**src/rtl/fu_wb_arbiter_pkg.sv**
```systemverilog
// fu_wb_arbiter_pkg: shared functional-unit result type and writeback arbiter defaults.
package fu_wb_arbiter_pkg;
   localparam int unsigned WB_ARB_FUS = 3;
   typedef struct packed {
      logic       valid;
      logic [5:0] cause;
   } ex_t;
   typedef struct packed {
      logic [2:0]  index;
      logic [4:0]  rd;
      logic [31:0] result;
      ex_t         ex;
   } fu_result_t;
endpackage

```
**src/rtl/fu_wb_arbiter_rr_arbiter.sv**
```systemverilog
// rr_arbiter: combinational round-robin pick, first request at or after ptr_i.
module rr_arbiter #(
   parameter int unsigned NR_FU = 3,
   parameter int unsigned IDX_W = $clog2(NR_FU)
) (
   input  logic [NR_FU-1:0] req_i,
   input  logic [IDX_W-1:0] ptr_i,
   input  logic             en_i,
   output logic [NR_FU-1:0] gnt_o,
   output logic [IDX_W-1:0] idx_o
);
   logic [NR_FU-1:0] req_rot;
   logic [IDX_W-1:0] off;
   logic [IDX_W:0]   sum;
   logic             found;
   // Doubling the request vector turns the rotation into a plain shift.
   assign req_rot = NR_FU'({req_i, req_i} >> ptr_i);
   always_comb begin
      found = 1'b0;
      off   = '0;
      for (int k = NR_FU - 1; k >= 0; k--) begin
         if (req_rot[k]) begin
            found = 1'b1;
            off   = IDX_W'(k);
         end
      end
   end
   assign sum   = {1'b0, ptr_i} + {1'b0, off};
   assign idx_o = (sum >= (IDX_W+1)'(NR_FU)) ? IDX_W'(sum - (IDX_W+1)'(NR_FU)) : sum[IDX_W-1:0];
   assign gnt_o = (en_i && found) ? NR_FU'(1) << idx_o : '0;
endmodule

```
**src/rtl/fu_wb_arbiter.sv**
```systemverilog
// fu_wb_arbiter: round-robin writeback arbiter feeding a one-entry output stage.
module fu_wb_arbiter
   import fu_wb_arbiter_pkg::*;
#(
   parameter int unsigned NR_FU    = WB_ARB_FUS,
   parameter int unsigned FU_IDX_W = $clog2(NR_FU)
) (
   input  logic                      clk_i,
   input  logic                      rst_ni,
   input  logic                      flush_i,
   input  logic [NR_FU-1:0]          fu_valid_i,
   input  fu_result_t [NR_FU-1:0]    fu_result_i,
   output logic [NR_FU-1:0]          fu_ready_o,
   output logic                      wb_valid_o,
   output fu_result_t                wb_result_o,
   output logic [FU_IDX_W-1:0]       wb_fu_o,
   input  logic                      wb_ready_i
);
   logic                wb_valid_q, wb_valid_d;
   fu_result_t          wb_result_q, wb_result_d;
   logic [FU_IDX_W-1:0] wb_fu_q, wb_fu_d, ptr_q, ptr_d, gnt_idx;
   logic                arb_en, grant;
   // Reset gates grants so no FU believes it transferred during the reset cycle.
   assign arb_en = rst_ni && !flush_i && (!wb_valid_q || wb_ready_i);
   rr_arbiter #(.NR_FU(NR_FU), .IDX_W(FU_IDX_W)) u_rr (
      .req_i (fu_valid_i),
      .ptr_i (ptr_q),
      .en_i  (arb_en),
      .gnt_o (fu_ready_o),
      .idx_o (gnt_idx)
   );
   assign grant = |fu_ready_o;
   always_comb begin
      wb_valid_d  = flush_i ? 1'b0 : grant ? 1'b1 : wb_ready_i ? 1'b0 : wb_valid_q;
      wb_result_d = grant ? fu_result_i[gnt_idx] : wb_result_q;
      wb_fu_d     = grant ? gnt_idx : wb_fu_q;
      ptr_d       = !grant ? ptr_q : (gnt_idx == FU_IDX_W'(NR_FU - 1)) ? '0 : gnt_idx + FU_IDX_W'(1);
   end
   always_ff @(posedge clk_i) begin
      if (!rst_ni) begin
         wb_valid_q  <= 1'b0;
         wb_result_q <= '0;
         wb_fu_q     <= '0;
         ptr_q       <= '0;
      end else begin
         wb_valid_q  <= wb_valid_d;
         wb_result_q <= wb_result_d;
         wb_fu_q     <= wb_fu_d;
         ptr_q       <= ptr_d;
      end
   end
   assign wb_valid_o  = wb_valid_q;
   assign wb_result_o = wb_result_q;
   assign wb_fu_o     = wb_fu_q;
endmodule

```
**config.mk**
```make
export PLATFORM = sky130hd
export DESIGN_NAME = fu_wb_arbiter
export DESIGN_NICKNAME = d
export VERILOG_FILES = /design/src/rtl/fu_wb_arbiter_pkg.sv /design/src/rtl/fu_wb_arbiter_rr_arbiter.sv /design/src/rtl/fu_wb_arbiter.sv
export SDC_FILE = /design/constraint.sdc
export NUM_CORES = 1
export LEC_CHECK = 0
export ABC_AREA = 1
export CAP_MARGIN = 20
export CORE_AREA = 2 2 101 103
export DETAILED_ROUTE_END_ITERATION = 6
export DIE_AREA = 0 0 103 105
export PLACE_DENSITY = 0.76
export RECOVER_POWER = 25
export SLEW_MARGIN = 20
export SYNTH_ARGS = -nofsm -noshare
export SYNTH_HDL_FRONTEND = slang
export SYNTH_SLANG_ARGS = --single-unit
```
**constraint.sdc**
```tcl
create_clock -name clk_i -period 3.6 [get_ports clk_i]
set_input_delay 0.72 -clock clk_i [delete_from_list [all_inputs] [get_ports clk_i]]
set_output_delay 0.72 -clock clk_i [all_outputs]
set_load 0.01 [all_outputs]
```
==> results of run 1 <==
[stage by stage]
stage / setup WS, ns / total power, W / utilization [%] / hold WS (ns) / cells
2_1_floorplan: 0.00293 / 0.00325 / - / 0.483 / 570
3_3_place_gp: -0.720 / 0.00431 / 56.1 / 0.452 / 891
3_5_place_dp: -0.848 / 0.00440 / 56.1 / 0.461 / 891
4_1_cts: 0.00311 / 0.00514 / 58.7 / 0.476 / 904
5_1_grt: -0.0284 / 0.00561 / 58.7 / 0.494 / 904
6_report: 0.0809 / 0.00512 / 58.7 / 0.474 / 904
[registers in the layout (all words and copies together) (netlist names)]
name         flops
wb_valid_o       1
ptr_q            2
wb_fu_o          2
wb_result_o     47
[cells in the final DEF, fill, tap and decap left out, types with 4 or more instances in the layout]
| master | netlist | final |
|---|---|---|
| sky130_fd_sc_hd__a21oi_1 | 13 | 12 |
| sky130_fd_sc_hd__dlygate4sd3_1 | 0 | 25 |
| sky130_fd_sc_hd__clkbuf_8 | 0 | 5 |
| sky130_fd_sc_hd__buf_4 | 7 | 19 |
| sky130_fd_sc_hd__nand3_1 | 54 | 50 |
| sky130_fd_sc_hd__nand2_1 | 269 | 259 |
| sky130_fd_sc_hd__inv_1 | 52 | 50 |
| sky130_fd_sc_hd__dfxtp_1 | 52 | 50 |
| sky130_fd_sc_hd__nor2_4 | 4 | 5 |
| sky130_fd_sc_hd__buf_2 | 11 | 4 |
| sky130_fd_sc_hd__nor2_1 | 84 | 83 |
| sky130_fd_sc_hd__nand3_2 | 1 | 4 |
| sky130_fd_sc_hd__nand2_2 | 0 | 10 |
| sky130_fd_sc_hd__clkdlybuf4s50_1 | 0 | 168 |
[where the power goes]
part           internal [W]  switching [W]  total [W]
logic               0.00151        0.00222    0.00373
registers          0.000750      0.0000874   0.000838
clock network      0.000348       0.000197   0.000544
[area by class of cell]
cell class                 count  area, µm²  share of cell area [%]
clock inverter                 3       90.1                    1.59
timing repair buffer         222       2170                    38.3
multi-input combinational    434       1910                    33.8
inverter                      55        211                    3.74
sequential                    52       1040                    18.4
tap                          133        166                    2.94
clock buffer                   5       68.8                    1.22
[what timing repair did]
action | CTS | global route
buffers inserted | 5 | 0
resized for setup | 35 | 12
pin swaps | 20 | 6
endpoints found under the setup margin | 4 | 3
[final timing paths]
check,startpoint,to,depth (start not counted)
setup reg to reg,ptr_q[0],wb_result_o[11],17
hold / removal,wb_result_o[7],wb_result_o[7],2
setup / recovery,fu_valid_i[1],fu_ready_o[0],16
hold reg to reg,wb_result_o[7],wb_result_o[7],2
[logic make-up (layout without fill, tap and decap cells)]
family / after synthesis / count (layout) / synth area share, %
AND/OR/NAND/NOR: 417 / 417 / 52.3
AO/OA/AOI/OAI: 14 / 14 / 2.50
buffers and inverters: 84 / 285 / 11.8
adder cells (fa/ha/maj): 3 / 3 / 1.38
flip-flops: 52 / 52 / 32.0
[worst min-delay path, cell delays in order, from the launching register on]
cell                      delay (ns)
sky130_fd_sc_hd__dfxtp_1        0.32
sky130_fd_sc_hd__nand2_1        0.06
sky130_fd_sc_hd__a21oi_1        0.06
[per-layer routing]
metal  vias to the layer above  routed length [µm]
met2                       158                5270
met5                         -                   0
met4                         0                 387
met3                        32                 923
li1                       2104                   -
met1                      1755                4070
==> impl_summary.md, run 1 <==
STA
Setup violations remaining at the end of the flow were counted as 0. The maximum clock skew at final layout is between 0.008 and 0.009 ns. The setup total negative slack is 0 ns. In this run the tightest slew margin relative to its limit is 66.4%. At the pin with the least slew margin, the transition time is 0.504 ns.

The number of hold violations in the final report came to 0. The ratio of final minimum period to clock period is a little over nine tenths. Setup repair after global routing could not meet its margin everywhere.

The maximum clock frequency is 284 MHz. Counting I/O delays and the setup requirement, the final critical path takes 3.52 ns. The total count of max-transition violations in the final report is 0.

Worst setup path
The maximum fanout encountered on the critical timing path is 3. The cell with the largest stage delay on the worst path is sky130_fd_sc_hd__fa_2. The critical path goes through clkbuf_2, nand2_2, nand3_2, a21oi_2, ha_2, fa_2, ha_4, nor2_4, nand2_1, nand2_2, nand2_4, inv_4, nor2_4, nand2_2, inv_1, buf_2. The data arrival time of the critical path is 2.80 ns. Data on the critical path is required at its endpoint by around 2.9 ns. In this design, the largest share of critical-path delay is due to adder cells. By startpoint and endpoint, the worst setup path is classified as in2out. The worst setup path is launched from a primary input. The reg-to-reg setup timing slack is ~0.48 ns.

The buffer and inverter count on the worst path is 4. Among the stages of the critical path, the cell type that occurs most often is sky130_fd_sc_hd__nand2_2. For this run, the slowest stage of the critical path takes 0.47 ns. The endpoint kind of the worst setup timing path is an output port.

GRT
The maximum number of pins on one net before global-route repair is 48. For this run, global-route usage on met1 was measured as between 15 and 20%. The layer flagged by global routing as most heavily used is met2. The global-route wire length before repair is between 15 and 20 mm. In the global route stage, overall resource usage came out at 18.7%. The number of global-route vias before repair is about 3800. The global-route met3 utilization is 4.62%. For met2 alone, demand over resource in global routing was ~35%. The initial antenna violation count is 0. The total grt overflow is 0.

Clocking
The clock net in this run drives a total of 52 sinks. The maximum count of clock buffers along a single path is 2. After clock tree synthesis, the clock-pin slew on the worst setup and hold paths is approximately 0.10 ns. The CTS H-tree depth is 2. The CTS tree is yes. CTS placed an instance of sky130_fd_sc_hd__clkbuf_8 at the clock tree root. The number of hold buffers added after CTS was 0. The clock latency on the worst-skew pair is 0.30 ns. In this run, CTS created clock tree buffers numbering 5.

Synth
The most frequent cell after synthesis is sky130_fd_sc_hd__nand2_1. Counting instances in the post-synthesis netlist gives the leading cell types as sky130_fd_sc_hd__nand2_1 (269), sky130_fd_sc_hd__nor2_1 (84), sky130_fd_sc_hd__nand3_1 (54), sky130_fd_sc_hd__dfxtp_1 (52), sky130_fd_sc_hd__inv_1 (52). The synthesized area per cell is 5.71 µm². Yosys attributes the largest share of cell area to sky130_fd_sc_hd__dfxtp_1 (32%), sky130_fd_sc_hd__nand2_1 (31%), sky130_fd_sc_hd__nor2_1 (9.7%).

In this run, distinct cell masters in the synthesized netlist total 20. In the synthesized netlist the async set-or-reset flop fraction comes to 0%. The predominant post-synthesis flop cell is sky130_fd_sc_hd__dfxtp_1. Synthesis produced a netlist with a net count of 721.

The cell type with the largest total area after synthesis is sky130_fd_sc_hd__dfxtp_1. The number of enable-type register cells in the synthesized netlist is 0. The number of warnings issued by yosys is 0. Synthesis inferred 52 register bits.

The cell count after synthesis came out at 570. The share of synthesized area occupied by flip-flops and latches is 32.0%. The area share of the leading cell type in the synthesized netlist is 32.0%. The cell area after technology mapping is approximately 3300 µm².

Floorplanning
The core box area is ~9600 µm². The total die area is 10800 µm². From left edge to right edge, the die measures 103 µm.

In this run the core area contains 36 standard-cell rows. The I/O pin total is 201. The die is 105 µm tall. The initial standard-cell utilization of the core is 33.8%.

Placement
Detailed placement finished with a half-perimeter wire length of 7.98 mm. Routability-driven placement finished with a final weighted congestion of 0.799. During placement, the flow inserted port buffers numbering 200. Summing all placed instances gives a cell area of ~5400 µm².

Drt
The first routing iteration left just over 100 violations. After detailed routing, the number of vias per cell comes to 4.48. The total number of vias is 4049. The number of antenna-violating nets in the routed design is 0. The total detailed-routing wirelength is 10.7 mm.

The final routed DRC violation total is 0. In the final routed layout, each cell accounts on average for 11.8 µm. The first detailed-routing pass ran for 4 iterations.

Final layout
The fill cell instance count of the final layout is 955. The post-route cell area is 5660 µm². The layout overhead on the synthesized area is 73.9%. The final layout contains 921 nets. The antenna diode count is 0.

The proportion of layout cells with a drive suffix above 1 is 9.47%.

Hold path
The class of the most critical hold timing path is reg2reg.

Flow run
The count of max-cap constraint violations is 0.

Pwr
The largest voltage drop on the vdd net is about 660 µV. In this run the static leakage power is between 2 and 3 nW. The power density over the cells is approximately 900 nW/µm².

Status
The run finished with clean final reports.
Power figures use the tool's default switching activity.
==> inputs of run 2 (changes only) <==
CORE_AREA = 2 2 120 87   (was 2 2 101 103)
DIE_AREA = 0 0 122 89   (was 0 0 103 105)
GPL_TIMING_DRIVEN = 0   (was not set)
REMOVE_ABC_BUFFERS = 1   (was not set)
==> impl_summary.md, run 2 (same netlist as run 1, synthesis figures left out) <==
Drt
The detailed-routing iteration count for the pre-antenna-repair pass is 4. After detailed routing, the number of remaining DRC violations is 0. The wire length per cell after detailed routing is 14.2 µm. The ratio of routed vias to standard cells is 4.61. The total detailed-routing wirelength is 13.0 mm. After the first detailed-routing iteration, the DRC count stood at around 210. The total number of vias is 4245. The number of antenna-violating nets in the routed design is 0.

Worst setup path
The worst setup path is of the in2out kind. STA classifies the critical path startpoint as a primary input. The most frequent cell on the critical path is sky130_fd_sc_hd__nor2_4. The delay contributed by the slowest stage of the critical path is 0.48 ns. The slowest stage of the critical path is the sky130_fd_sc_hd__fa_2 cell. Walking the worst path, the cells encountered are buf_4, nand2_4, buf_4, nand3_2, nand2_2, nor2_4, fa_2, ha_4, nor2_4, buf_6, nand3_4, nand2_8, clkinv_8, nor2_4, nand2_2, inv_2, buf_6. The family of cells with the greatest summed delay on the critical path is simple AND/OR/NAND/NOR gates.

The number of buffers and inverters on the critical path is 6. The worst setup path is captured at an output port. For the worst setup path, the data arrival time is between 2 and 3 ns. At the worst endpoint, the required time is 2.88 ns. Of all nets on the critical path, the largest fanout is 3.

STA
The worst path in the final design needs a cycle of 3.63 ns, including I/O delays and setup. The total count of max-transition violations in the final report was 0. Setup violations remaining at the end of the flow were counted as 4. The post-layout worst setup margin is -0.0258 ns.

Dividing the final minimum period by the clock period gives 101%. Timing would allow up to 276 MHz. The slew at the pin with the worst max-slew slack is 0.730 ns.

Setup repair after global routing could not meet its margin everywhere. The number of hold violations in the final report is 0. Measured against its own limit, the worst slew margin works out to about half. The maximum clock skew at final layout is 0.00723 ns.

Status
The flow ran to the end, but the final reports show violations. The final reports fail on negative setup slack.

Floorplanning
The initial standard-cell utilization of the core is 34.0%. The floorplan step defined a die boundary enclosing 10900 µm². The floorplan has 30 rows. During I/O placement, the number of pins put on the boundary was 201. The core box area is 9570 µm². The horizontal die dimension is about 120 µm. The floorplan step set the die height to 89 µm.

Pwr
The largest voltage drop on the vdd net is 740 µV. The leakage component of the power is 2.80 nW. In this run the power density over the cells is 993 nW/µm². The design draws 0.00596 W.

Placement
Detailed placement ended at an HPWL of approximately 8 mm. The area after detailed placement is 5320 µm². The routability-driven placement congestion ratio is between 0.8 and 0.9. OpenSTA, run right after detailed placement, puts the worst setup slack at -1.88 ns. The number of input and output port buffers inserted is 200.

Clocking
The tree built by TritonCTS fans out to 52 sinks. TritonCTS built the clock tree. The CTS H-tree depth is 2.

At the later pin of the worst-skew pair, clock insertion delay measures 0.29 ns. The tree is rooted in a sky130_fd_sc_hd__clkbuf_16. The post-CTS clock slew at the launch and capture registers of the worst setup and hold paths is 0.07 ns. For this design, the CTS-stage hold fixing added 0 buffers. The longest clock path from root to sink contains 2 buffers. Buffers inserted during clock tree synthesis total 5.

GRT
The global-route wire length before repair is 19.2 mm. The initial antenna violation count is 0. Entering global routing, the biggest net connects 55 pins. The number of global-route vias before repair is ~4000. Across every metal layer, demand over resource in global routing totals 22.7%.

Global routing finished with a remaining overflow of 0.

Final layout
The antenna diode count is 0. The layout overhead on the synthesized area is 84.3%. The post-route cell area is 6000 µm². The final-stage net count is 942. In the layout the commonest cells are sky130_fd_sc_hd__nand2_1 (254), sky130_fd_sc_hd__clkdlybuf4s50_1 (168), sky130_fd_sc_hd__nor2_1 (83), sky130_fd_sc_hd__dfxtp_1 (50), sky130_fd_sc_hd__nand3_1 (49).

Measured on the finished design, the core utilization comes to 62.7%. The most frequent standard cell in the layout excluding fill and tap cells is sky130_fd_sc_hd__nand2_1. The proportion of layout cells with a drive suffix above 1 is 12.9%. The flip-flop count of the largest register, all copies and words added is 47.

Hold path
The class of the most critical hold timing path is reg2reg.

Flow run
The tool flagged a number of max-cap violations equal to 0.
-- run 2: cell count changes in the layout (fill, tap and decap cells not counted), moves of 4 or more --
| cell | delta |
|---|---|
| sky130_fd_sc_hd__buf_6 | +5 |
| sky130_fd_sc_hd__clkbuf_8 | -4 |
| sky130_fd_sc_hd__nand2_1 | -5 |
| sky130_fd_sc_hd__nand3_4 | +4 |
| sky130_fd_sc_hd__nand2_4 | +7 |
| sky130_fd_sc_hd__buf_4 | +12 |
| sky130_fd_sc_hd__clkbuf_16 | +5 |
-- run 2: through the flow --
stage | instances | hold WS [ns] | setup TNS, ns
3_5_place_dp | 872 | 0.458 | -42.51
4_1_cts | 910 | 0.469 | 0
3_3_place_gp | 869 | 0.452 | -88.59
6_report | 920 | 0.465 | -0.0834
2_1_floorplan | 541 | 0.486 | -12.99
5_1_grt | 920 | 0.495 | -0.441
-- run 2: worst register-to-register path, stage by stage (launching register included) --
cell and delay, ns:
sky130_fd_sc_hd__dfxtp_4 0.44, sky130_fd_sc_hd__inv_4 0.08, sky130_fd_sc_hd__nand2_4 0.09, sky130_fd_sc_hd__nand3_4 0.08
sky130_fd_sc_hd__nand2_4 0.09, sky130_fd_sc_hd__a21oi_4 0.04, sky130_fd_sc_hd__ha_2 0.18, sky130_fd_sc_hd__fa_2 0.57
sky130_fd_sc_hd__ha_4 0.17, sky130_fd_sc_hd__nor2_4 0.06, sky130_fd_sc_hd__buf_6 0.11, sky130_fd_sc_hd__nand3_4 0.08
sky130_fd_sc_hd__nand2_8 0.08, sky130_fd_sc_hd__buf_12 0.14, sky130_fd_sc_hd__nor2_4 0.12, sky130_fd_sc_hd__nand2_2 0.08
sky130_fd_sc_hd__buf_4 0.14, sky130_fd_sc_hd__buf_4 0.13, sky130_fd_sc_hd__buf_4 0.12, sky130_fd_sc_hd__buf_4 0.12
sky130_fd_sc_hd__buf_4 0.12, sky130_fd_sc_hd__buf_4 0.12, sky130_fd_sc_hd__buf_4 0.12, sky130_fd_sc_hd__buf_4 0.12
sky130_fd_sc_hd__a21oi_2 0.12
-- run 2: cell type report --
cell class	instances	area, µm²
Sequential cell	52	1050
Tap cell	128	160
Inverter	55	225
Fill cell	846	3570
Timing Repair Buffer	237	2350
Multi-Input combinational cell	440	2070
Clock buffer	8	146
-- run 2: report_power, final --
group          total [W]  switching (W)  internal (W)  leakage, nW
Sequential      0.000862       0.000108      0.000754        0.428
Combinational    0.00461        0.00278       0.00183         2.30
Clock           0.000485       0.000207      0.000278       0.0712
Total            0.00596        0.00310       0.00286         2.80
-- run 2: final timing paths --
check	startpoint	end	slack [ns]	cells after the start
setup reg to reg	ptr_q[0]	ptr_q[0]	0.02	24
setup / recovery	fu_valid_i[2]	fu_ready_o[1]	-0.03	17
hold reg to reg	wb_fu_o[0]	wb_fu_o[0]	0.47	2
hold / removal	wb_fu_o[0]	wb_fu_o[0]	0.47	2
-- run 2: metal layers --
metal  vias up  GRT usage (%)  part of all wire, %
met3        33           7.02                   11
met1      1867           25.7                   39
met2       185           41.1                   47
met5         -              0                    0
met4         0           7.42                  2.8
li1       2160              -                    -
-- run 2: repair_timing --
item | CTS | global route
gates cloned | 5 | 1
pin swaps | 20 | 20
setup buffers | 25 | 9
hold endpoints to repair | 0 | 0
endpoints found under the setup margin | 55 | 50
gates resized for setup | 56 | 36
==> inputs of run 3 (changes only) <==
CORE_AREA = 5 5 123 90   (was 2 2 120 87)
DIE_AREA = 0 0 128 95   (was 0 0 122 89)
==> impl_summary.md, run 3 (same netlist as run 1, synthesis figures left out) <==
Clocking
In this run, post-CTS hold repair placed 0 buffers. The CTS H-tree depth is 2. TritonCTS built the clock tree.

Clock-pin slew was measured on the worst setup and hold paths at 0.07 ns. The TritonCTS buffer count is 5. In this run the deepest clock path goes through 2 buffers. The number of sinks on the clock net is 52. The clock latency on the worst-skew pair is 0.28 ns.

The clock root buffer master is sky130_fd_sc_hd__clkbuf_16.

Drt
Dividing the detail-routed via count by the number of cells gives 4.57. After detailed routing, the average wire length per cell comes to 14.5 µm. The total number of vias is 4183. The count of nets left with antenna violations once routing finished came out at 0. The final routed DRC violation total is 0.

The total detailed-routing wirelength is 13.2 mm. The detailed-routing iteration count for the pre-antenna-repair pass is 4. For this block, the initial DRC count from the detailed router was 162.

Floorplanning
The core box area is 9930 µm². The total die area is 12200 µm². The number of cell rows is 31. The vertical die dimension is 95 µm.

The initial standard-cell utilization of the core is 32.8%. The die is 128 µm wide. ~200 I/O pins were placed.

Worst setup path
STA classifies the critical path endpoint as a flip-flop. The required arrival time at the worst endpoint is 3.81 ns. Of all nets on the critical path, the largest fanout is 3.

The delay contributed by the slowest stage of the critical path is roughly 0.48 ns. The termination of the worst setup path is ptr_q[0]. Data on the critical path arrives at its endpoint at ~3.8 ns. The worst register-to-register path ends at ptr_q[0]. The startpoint of the lowest-slack register-to-register path is ptr_q[0].

The reg-to-reg setup timing slack is 0.04 ns. The number of cells on the worst reg-to-reg path is 22. The most critical setup path has its startpoint at fu_valid_i[1].

The critical path goes through buf_8, nand2_4, nand3_2, nand2_2, buf_6, nand2_4, nor2_4, fa_2, ha_4, nor2_4, nand2_2, nand2_4, clkinvlp_4, nor2_4, nand2_2, buf_4, buf_4, buf_4, buf_4, buf_4, buf_4, buf_4, buf_4, a21oi_2. By instance count, the cell type seen most on the critical path is sky130_fd_sc_hd__buf_4. The startpoint type of the worst setup path is a primary input. The critical path is of the in2reg type. On the critical path, the stage with the largest delay is an instance of sky130_fd_sc_hd__fa_2.

Placement
The routability-driven placement congestion ratio is 0.944. In this run the tool buffered the top-level ports with 200 buffer cells. Detailed placement ended at an HPWL of 8.47 mm.

The area after detailed placement is 5330 µm².

Status
The run finished with clean final reports.

Final layout
Leaving out fill and tap cells, the most frequent cells in the layout are sky130_fd_sc_hd__nand2_1 (254), sky130_fd_sc_hd__clkdlybuf4s50_1 (168), sky130_fd_sc_hd__nor2_1 (83), sky130_fd_sc_hd__nand3_1 (50), sky130_fd_sc_hd__dfxtp_1 (50). In the final design database the tool counted 934 nets. Compared with the post-synthesis result, the final layout area differs by 81.6%. The register with the most flip-flops in the layout has 47 of them. The most frequent standard cell in the layout excluding fill and tap cells is sky130_fd_sc_hd__nand2_1. The post-route cell area is between 5000 and 6000 µm².

The number of antenna diodes in the final layout is 0. The proportion of layout cells with a drive suffix above 1 is 11.9%.

GRT
The number of global-route vias before repair is roughly 4200. The initial antenna violation count is 0. The global-route wire length before repair is 20.0 mm. Entering global routing, the biggest net connects 63 pins. The total overflow left after global routing is 0.

For this run, the total global-route usage over all layers was measured as 20.6%.

STA
The total count of max-transition violations in the final report is 0. The shortest period the worst path allows is 3.59 ns. The slew at the pin with the worst max-slew slack is 0.682 ns. The maximum clock frequency is 278 MHz. In this run the tightest slew margin relative to its limit is 54.4%.

The final-report setup violation count is 0. The ratio of final minimum period to clock period is 99.8%. Setup repair after global routing could not meet its margin everywhere. The number of hold violations in the final report was 0. Across the routed clock network, the largest skew measured is 0.00841 ns.

Pwr
In this run the power density over the cells is 980 nW/µm². The analysis attributes to cell leakage a power of about 2.8 nW. The largest voltage drop on the vdd net is 549 µV. The final total power is 0.00580 W.

Hold path
The path class of the tightest hold or removal check is reg2reg.

Flow run
Across the run, the number of max-cap violations was 0.
run 3: cell types whose count changed in the layout (fill, tap and decap cells not counted), moves of 2 or more:
cell	previous run	this run
sky130_fd_sc_hd__buf_12	2	0
sky130_fd_sc_hd__buf_2	3	1
sky130_fd_sc_hd__nand3_4	6	3
sky130_fd_sc_hd__nor2_4	8	10
sky130_fd_sc_hd__nor2_2	3	1
sky130_fd_sc_hd__buf_4	31	24
sky130_fd_sc_hd__buf_6	5	7
sky130_fd_sc_hd__nand3_2	2	4
run 3: timing repair:
item / 4_1_cts / 5_1_grt
setup buffers: 21 / 5
hold endpoints to repair: 0 / 0
pin swaps: 22 / 21
setup endpoints to repair: 55 / 50
gates resized for setup: 56 / 30
cloned: 5 / 1
run 3: worst max-delay path, delay by kind of cell:
kind / cells / cell delay [ns]
AO/OA/AOI/OAI: 1 / 0.13
AND/OR/NAND/NOR: 10 / 0.92
buffers and inverters: 11 / 1.34
adder cells (fa/ha/maj): 2 / 0.68
run 3: worst min-delay path by stage:
stage,start,endpoint,slack [ns],cells after the start
floorplan,wb_fu_o[0],wb_fu_o[0],0.49,2
global placement,wb_fu_o[0],wb_fu_o[0],0.45,2
detailed placement,wb_result_o[43],wb_result_o[43],0.46,2
CTS,wb_result_o[43],wb_result_o[43],0.47,2
global route,wb_result_o[11],wb_result_o[11],0.49,2
finish,wb_fu_o[1],wb_fu_o[1],0.46,2
run 3: where the power goes:
group          switching [W]  internal (W)
clock network       0.000201      0.000278
logic                0.00272       0.00174
registers          0.0000998      0.000754
run 3: per-stage QoR:
stage,instances,utilization (%),setup TNS [ns],worst slack [ns],hold WS (ns)
2_1_floorplan,541,-,-12.99,-0.611,0.486
3_3_place_gp,873,52.8,-89.03,-2.32,0.451
3_5_place_dp,876,53.6,-40.53,-1.84,0.460
4_1_cts,910,57.8,0,0.0426,0.471
5_1_grt,916,59.6,-0.208,-0.0833,0.493
6_report,916,59.6,0,0.00861,0.463
run 3: layout make-up:
cell class	instances	area, µm²
Timing Repair Buffer	229	2290
Sequential cell	52	1050
Clock buffer	8	146
Fill cell	928	4020
Multi-Input combinational cell	440	2040
Inverter	55	215
Tap cell	132	165
run 3: routing by layer:
metal	part of all wire [%]	track usage (%)
met1	43	25.4
met4	1.9	5.30
met2	46	34.9
met5	0	0
met3	9.4	6.50
